===== src/rtl/audio_pkg.sv =====
// Shared audio definitions: note half-periods, note/state enums and the note classifier.
package audio_pkg;

    localparam int unsigned CLK_HZ       = 50_000_000;
    localparam int unsigned NOTE_HALF_A3 = 114091;
    localparam int unsigned NOTE_HALF_G3 = 128061;
    localparam int unsigned NOTE_HALF_F3 = 143757;

    typedef enum logic [1:0] {
        NOTE_NONE = 2'd0,
        NOTE_A3   = 2'd1,
        NOTE_G3   = 2'd2,
        NOTE_F3   = 2'd3
    } note_id_t;

    typedef enum logic [1:0] {
        StIdle     = 2'd0,
        StMeasHigh = 2'd1,
        StMeasLow  = 2'd2
    } tone_dec_state_t;

    function automatic logic within_tol(input int unsigned cnt, input int unsigned target,
                                        input int unsigned tol);
        int unsigned diff;
        diff = (cnt > target) ? (cnt - target) : (target - cnt);
        return diff <= tol;
    endfunction

    // First match wins, in order A3, G3, F3.
    function automatic note_id_t classify_note(input int unsigned hcnt, input int unsigned lcnt,
                                               input int unsigned half_a3,
                                               input int unsigned half_g3,
                                               input int unsigned half_f3,
                                               input int unsigned tol);
        if (within_tol(hcnt, half_a3, tol) && within_tol(lcnt, half_a3, tol)) return NOTE_A3;
        if (within_tol(hcnt, half_g3, tol) && within_tol(lcnt, half_g3, tol)) return NOTE_G3;
        if (within_tol(hcnt, half_f3, tol) && within_tol(lcnt, half_f3, tol)) return NOTE_F3;
        return NOTE_NONE;
    endfunction

endpackage


===== src/rtl/sync_edge_detect.sv =====
// Two-flop synchronizer followed by a one-flop edge register producing rise/fall pulses.
module sync_edge_detect (
    input  logic clk,
    input  logic rst_n,
    input  logic din,
    output logic rise,
    output logic fall
);

    logic meta_q, sync_q, prev_q;

    always_ff @(posedge clk or negedge rst_n) begin
        if (!rst_n) begin
            meta_q <= 1'b0;
            sync_q <= 1'b0;
            prev_q <= 1'b0;
        end else begin
            meta_q <= din;
            sync_q <= meta_q;
            prev_q <= sync_q;
        end
    end

    assign rise = sync_q & ~prev_q;
    assign fall = ~sync_q & prev_q;

endmodule


===== src/rtl/tone_decoder.sv =====
// Measures high time and period of a 1-bit square wave and classifies it as a game note.
module tone_decoder
    import audio_pkg::*;
#(
    parameter int unsigned HALF_W         = 18,
    parameter int unsigned TOL            = 64,
    parameter int unsigned SILENCE_CYCLES = 200000,
    parameter int unsigned HALF_A3        = NOTE_HALF_A3,
    parameter int unsigned HALF_G3        = NOTE_HALF_G3,
    parameter int unsigned HALF_F3        = NOTE_HALF_F3
) (
    input  logic              clk,
    input  logic              rst_n,
    input  logic              enable,
    input  logic              audio_in,
    output logic [HALF_W-1:0] high_time,
    output logic [HALF_W:0]   period,
    output logic [1:0]        note_id,
    output logic              note_valid,
    output logic              silent
);

    localparam logic [HALF_W-1:0] CntOne     = HALF_W'(1);
    localparam logic [HALF_W-1:0] CntMax     = '1;
    localparam logic [HALF_W-1:0] SilenceCnt = HALF_W'(SILENCE_CYCLES);

    logic rise, fall;

    tone_dec_state_t   state_q, state_d;
    logic [HALF_W-1:0] hcnt_q, hcnt_d, lcnt_q, lcnt_d;
    logic [HALF_W-1:0] high_time_q, high_time_d;
    logic [HALF_W:0]   period_q, period_d;
    note_id_t          note_q, note_d;
    logic              valid_q, valid_d;
    logic              silent_q, silent_d;

    sync_edge_detect u_sync (
        .clk  (clk),
        .rst_n(rst_n),
        .din  (audio_in),
        .rise (rise),
        .fall (fall)
    );

    always_comb begin
        state_d     = state_q;
        hcnt_d      = hcnt_q;
        lcnt_d      = lcnt_q;
        high_time_d = high_time_q;
        period_d    = period_q;
        note_d      = note_q;
        valid_d     = 1'b0;
        silent_d    = silent_q;

        if (!enable) begin
            state_d  = StIdle;
            silent_d = 1'b1;
        end else begin
            unique case (state_q)
                StIdle: begin
                    if (rise) begin
                        state_d = StMeasHigh;
                        hcnt_d  = CntOne;
                        lcnt_d  = '0;
                    end
                end
                StMeasHigh: begin
                    // An edge takes priority over the silence timeout.
                    if (fall) begin
                        state_d = StMeasLow;
                        lcnt_d  = CntOne;
                    end else if (hcnt_q >= SilenceCnt) begin
                        state_d  = StIdle;
                        silent_d = 1'b1;
                    end else if (hcnt_q != CntMax) begin
                        hcnt_d = hcnt_q + CntOne;
                    end
                end
                StMeasLow: begin
                    if (rise) begin
                        high_time_d = hcnt_q;
                        period_d    = {1'b0, hcnt_q} + {1'b0, lcnt_q};
                        note_d      = classify_note(32'(hcnt_q), 32'(lcnt_q), HALF_A3,
                                                    HALF_G3, HALF_F3, TOL);
                        valid_d     = 1'b1;
                        silent_d    = 1'b0;
                        state_d     = StMeasHigh;
                        hcnt_d      = CntOne;
                        lcnt_d      = '0;
                    end else if (lcnt_q >= SilenceCnt) begin
                        state_d  = StIdle;
                        silent_d = 1'b1;
                    end else if (lcnt_q != CntMax) begin
                        lcnt_d = lcnt_q + CntOne;
                    end
                end
                default: state_d = StIdle;
            endcase
        end
    end

    always_ff @(posedge clk or negedge rst_n) begin
        if (!rst_n) begin
            state_q     <= StIdle;
            hcnt_q      <= '0;
            lcnt_q      <= '0;
            high_time_q <= '0;
            period_q    <= '0;
            note_q      <= NOTE_NONE;
            valid_q     <= 1'b0;
            silent_q    <= 1'b1;
        end else begin
            state_q     <= state_d;
            hcnt_q      <= hcnt_d;
            lcnt_q      <= lcnt_d;
            high_time_q <= high_time_d;
            period_q    <= period_d;
            note_q      <= note_d;
            valid_q     <= valid_d;
            silent_q    <= silent_d;
        end
    end

    assign high_time  = high_time_q;
    assign period     = period_q;
    assign note_id    = note_q;
    assign note_valid = valid_q;
    assign silent     = silent_q;

endmodule


===== config.mk =====
export PLATFORM = sky130hd
export DESIGN_NAME = tone_decoder
export DESIGN_NICKNAME = d
export VERILOG_FILES = /design/src/rtl/audio_pkg.sv /design/src/rtl/sync_edge_detect.sv /design/src/rtl/tone_decoder.sv
export SDC_FILE = /design/constraint.sdc
export NUM_CORES = 1
export LEC_CHECK = 0
export ABC_CLOCK_PERIOD_IN_PS = 5300
export BUFFER_PORTS_ARGS = -buffer_cell sky130_fd_sc_hd__buf_4
export CORE_MARGIN = 5
export CORE_UTILIZATION = 40
export CTS_BUF_LIST = sky130_fd_sc_hd__clkbuf_4 sky130_fd_sc_hd__clkbuf_8
export CTS_CLUSTER_DIAMETER = 100
export DETAILED_ROUTE_END_ITERATION = 16
export GPL_TIMING_DRIVEN = 0
export PLACE_DENSITY_LB_ADDON = 0.25
export SETUP_SLACK_MARGIN = 0.5
export SKIP_CTS_REPAIR_TIMING = 1
export SYNTH_ARGS = -nofsm -noshare
export SYNTH_HDL_FRONTEND = slang
export SYNTH_HIERARCHICAL = 1
export SYNTH_SLANG_ARGS = --single-unit

===== constraint.sdc =====
create_clock -name clk -period 5.3 [get_ports clk]
set_input_delay 0.53 -clock clk [delete_from_list [all_inputs] [get_ports clk]]
set_output_delay 0.53 -clock clk [all_outputs]
set_load 0.01 [all_outputs]

==> run metrics <==
status completed; Clk pwr share 28.4%; Non-Filler Instances 1554; Max stage delay cell, worst path a211oi_1; Final Net Count 1318; Starting Density between 40% and 50%; Fmax 0.234 GHz; die width 160 um; DR iter-0 viols 1358; combinational fraction of design power 28.9%; final wirelength ~40 mm; vias per inst roughly 6.6; sequential element share of the synthesized area between 20% and 30%; most used flip-flop cell after synthesis dfrtp_1; Unique masters post-synth a little under 90; Netlist Area Pre-Place 8960 um^2; Inst Count DP 1537; Setup TNS Final 0 ps; Setup crit start kind register; TritonCTS Buffers 9; share of layout cells above drive strength 1 8.64%; pwr dens 172 nW/um^2; pin count of the biggest net entering global routing 83; setup violators final 0; Boundary Pins between 40 and 50; RSZ-0062 raised after global routing no; first-pass GRT wire length 59.8 mm; critical path capture point type register; hold crit path type input port to register; Ys Warns 6; Multi-input gate area roughly 6400 um^2; final routed DRC violation total 0; crit path buf inv count 2; CP top delay family compound AO/OA/AOI/OAI gates; switching share of power about two fifths; crit share post-route 80.7%; total power draw 1690 uW; initial antenna violation count 2; Clock Skew approximately 17 ps; worst skew pair latency just under 400 ps; reg-to-reg endpoint note_id[1]$_DFFE_PN0P_; worst-path cell chain inv_1 -> ha_1 -> a21o_1 -> a211oi_1 -> o41ai_2 -> buf_2 -> mux2i_1 -> xnor2_1 -> o2111ai_1 -> nor4_1 -> a32oi_1 -> o21ai_1; CTS tree done; Worst-Margin Slew 1130 ps; DR WL/cell 25.3 um; HP Start audio_in; Hold Vio Cnt, Final 0; Area contributors post-synth dfrtp_1, o21ai_0, ha_1; hold worst-path end u_sync/meta_q$_DFF_PN0_; Max stage delay on crit path ~700 ps; Pint approximately 1000 uW; net switching power 693 uW; Die Ht 160 um; clk buf depth 2; Post-Synthesis Cells 1212; remaining global-route overflow 0; LEAKAGE roughly 0.004 uW; CP max FO 10; Reg area 2050 um^2; minimum clock period 4280 ps; First-pass DRT Iterations 5; EDFF count, synth 0; CTS Root Cell clkbuf_8; data required time of the worst path 5620 ps; CTS sink cnt 82; Clock transition at path regs 110 ps; Net Count, Synth 1262; FFs w/ async S/R, synth 100%; CP arrival 4600 ps; VDD IR-drop max 0.166 mV; H-tree depth 3; antenna viol nets, final 0; synth-to-layout area growth 9.82%; r2r worst-path depth 12; Slew Viols, Final 0; most common cell after layout, fill and taps aside nand2_1; r2r startpoint lcnt_q[1]$_DFFE_PN0P_; die area ~25000 um^2; Rows 54; max_cap viols 0; reg-to-reg setup timing slack 1020 ps; WS Path Type register to register; PortBufs 44; CORE AREA 22000 um^2; Worst slew margin 24.6%; Yosys top cell area share 22.6%; GPL Wtd Cong 1.00; Flop pwr share 42.7%; Hold Crit Depth 1; syn avg cell area 7.39 um^2; # fillers 2313; post-DP HPWL ~31 mm; flops & latches, synth 82; area leader, netlist dfrtp_1; number of global-route vias before repair 9537; commonest non-fill, non-tap cells in the layout nand2_1, o21ai_0, nor2_1, dfrtp_1, a21oi_1; Via Count between 10000 and 15000; GRT Util Overall 29.9%
==> cell families after synthesis <==
kind of cell	Yosys count	share of synthesized area, %
adder cells (fa/ha/maj)	46	6.51
multiplexers	18	2.02
AO/OA/AOI/OAI	421	31.2
AND/OR/NAND/NOR	463	26.3
buffers and inverters	128	5.77
flip-flops	82	22.9
XOR/XNOR	54	5.28
==> Yosys cell counts (all sizes together), types with 6 or more instances <==
library cell    n
nor2           96
nand2b         14
o21a           17
a211oi         15
nand4          22
o2111ai         8
and4            7
and2           20
o21ai         123
o22ai           7
nor3           34
o31ai          21
and3           12
a21boi          7
a22oi           9
inv            36
xnor2          41
or3            22
a31oi          23
buf            23
dfrtp          81
a21oi          79
clkbuf         64
nor4           23
a21o           13
ha             45
or4             6
or2             8
nand3          42
mux2i          17
o211ai         19
nand4b          6
a2111oi        10
nand2         128
a211o           8
nor2b          13
xor2           13
==> worst max path at each step <==
| stage | start | to | slack (ps) | cells after the start |
|---|---|---|---|---|
| 6_report | lcnt_q[1]$_DFFE_PN0P_ | note_id[1]$_DFFE_PN0P_ | 1020 | 12 |
| 5_1_grt | hcnt_q[2]$_DFFE_PN0P_ | note_id[0]$_DFFE_PN0P_ | 910 | 13 |
| 4_1_cts | lcnt_q[1]$_DFFE_PN0P_ | note_id[1]$_DFFE_PN0P_ | 1160 | 12 |
| 3_5_place_dp | lcnt_q[1]$_DFFE_PN0P_ | note_id[1]$_DFFE_PN0P_ | 1210 | 12 |
| 3_3_place_gp | hcnt_q[1]$_DFFE_PN0P_ | note_id[1]$_DFFE_PN0P_ | 1170 | 10 |
| 2_1_floorplan | hcnt_q[2]$_DFFE_PN0P_ | note_id[0]$_DFFE_PN0P_ | 2320 | 13 |
==> power groups by stage <==
stage | logic, uW | registers (uW) | clock network, uW
2_1_floorplan | 269 | 722 | 0
3_3_place_gp | 468 | 732 | 0
3_5_place_dp | 469 | 736 | 0
4_1_cts | 472 | 723 | 483
5_1_grt | 532 | 731 | 514
6_report | 488 | 723 | 480
==> registers in the layout, summed over array words and instances, names as in the netlist, 2 cells and up <==
signal	flops
hcnt_q	18
high_time	18
lcnt_q	18
note_id	2
period	19
state_q	2
==> metrics by stage <==
stage	area (um^2)	hold WS, ps	setup WS, ps	utilization (%)
detailed placement	9650	340	1210	44.0
finish	9840	243	1020	44.8
global placement	9640	338	1170	43.9
CTS	9840	237	1160	44.8
global route	9840	232	910	44.8
floorplan	8960	234	2320	-
==> final cells by class <==
type                    instances  share of cell area (%)
diodes                          1                  0.0254
clock inverters                 7                   0.623
plain buffers                  87                    3.69
flip-flops and latches         82                    20.9
inverters                      41                    1.56
clock buffers                   9                    1.26
multi-input cells            1002                    65.0
repair buffers                 45                    3.46
well taps                     280                    3.56
==> layer usage <==
layer	up-vias	wire length, um	GRT usage (%)	part of all wire, %
met5	-	0	0	0
met4	0	969	7.69	2.5
met3	64	4540	7.42	12
li1	4642	-	-	-
met2	622	16100	43.2	41
met1	4993	17700	44.5	45
==> worst reg2reg max path, cell delays in order (launching register included) <==
cell and delay [ps]:
dfrtp_1 630, inv_1 310, ha_1 300, a21o_1 280, a211oi_1 700, o41ai_2 230, buf_2 270, mux2i_1 190
xnor2_1 400, o2111ai_1 180, nor4_1 400, a32oi_1 170, o21ai_1 140
Note: power is estimated with default switching activity, not from simulation.
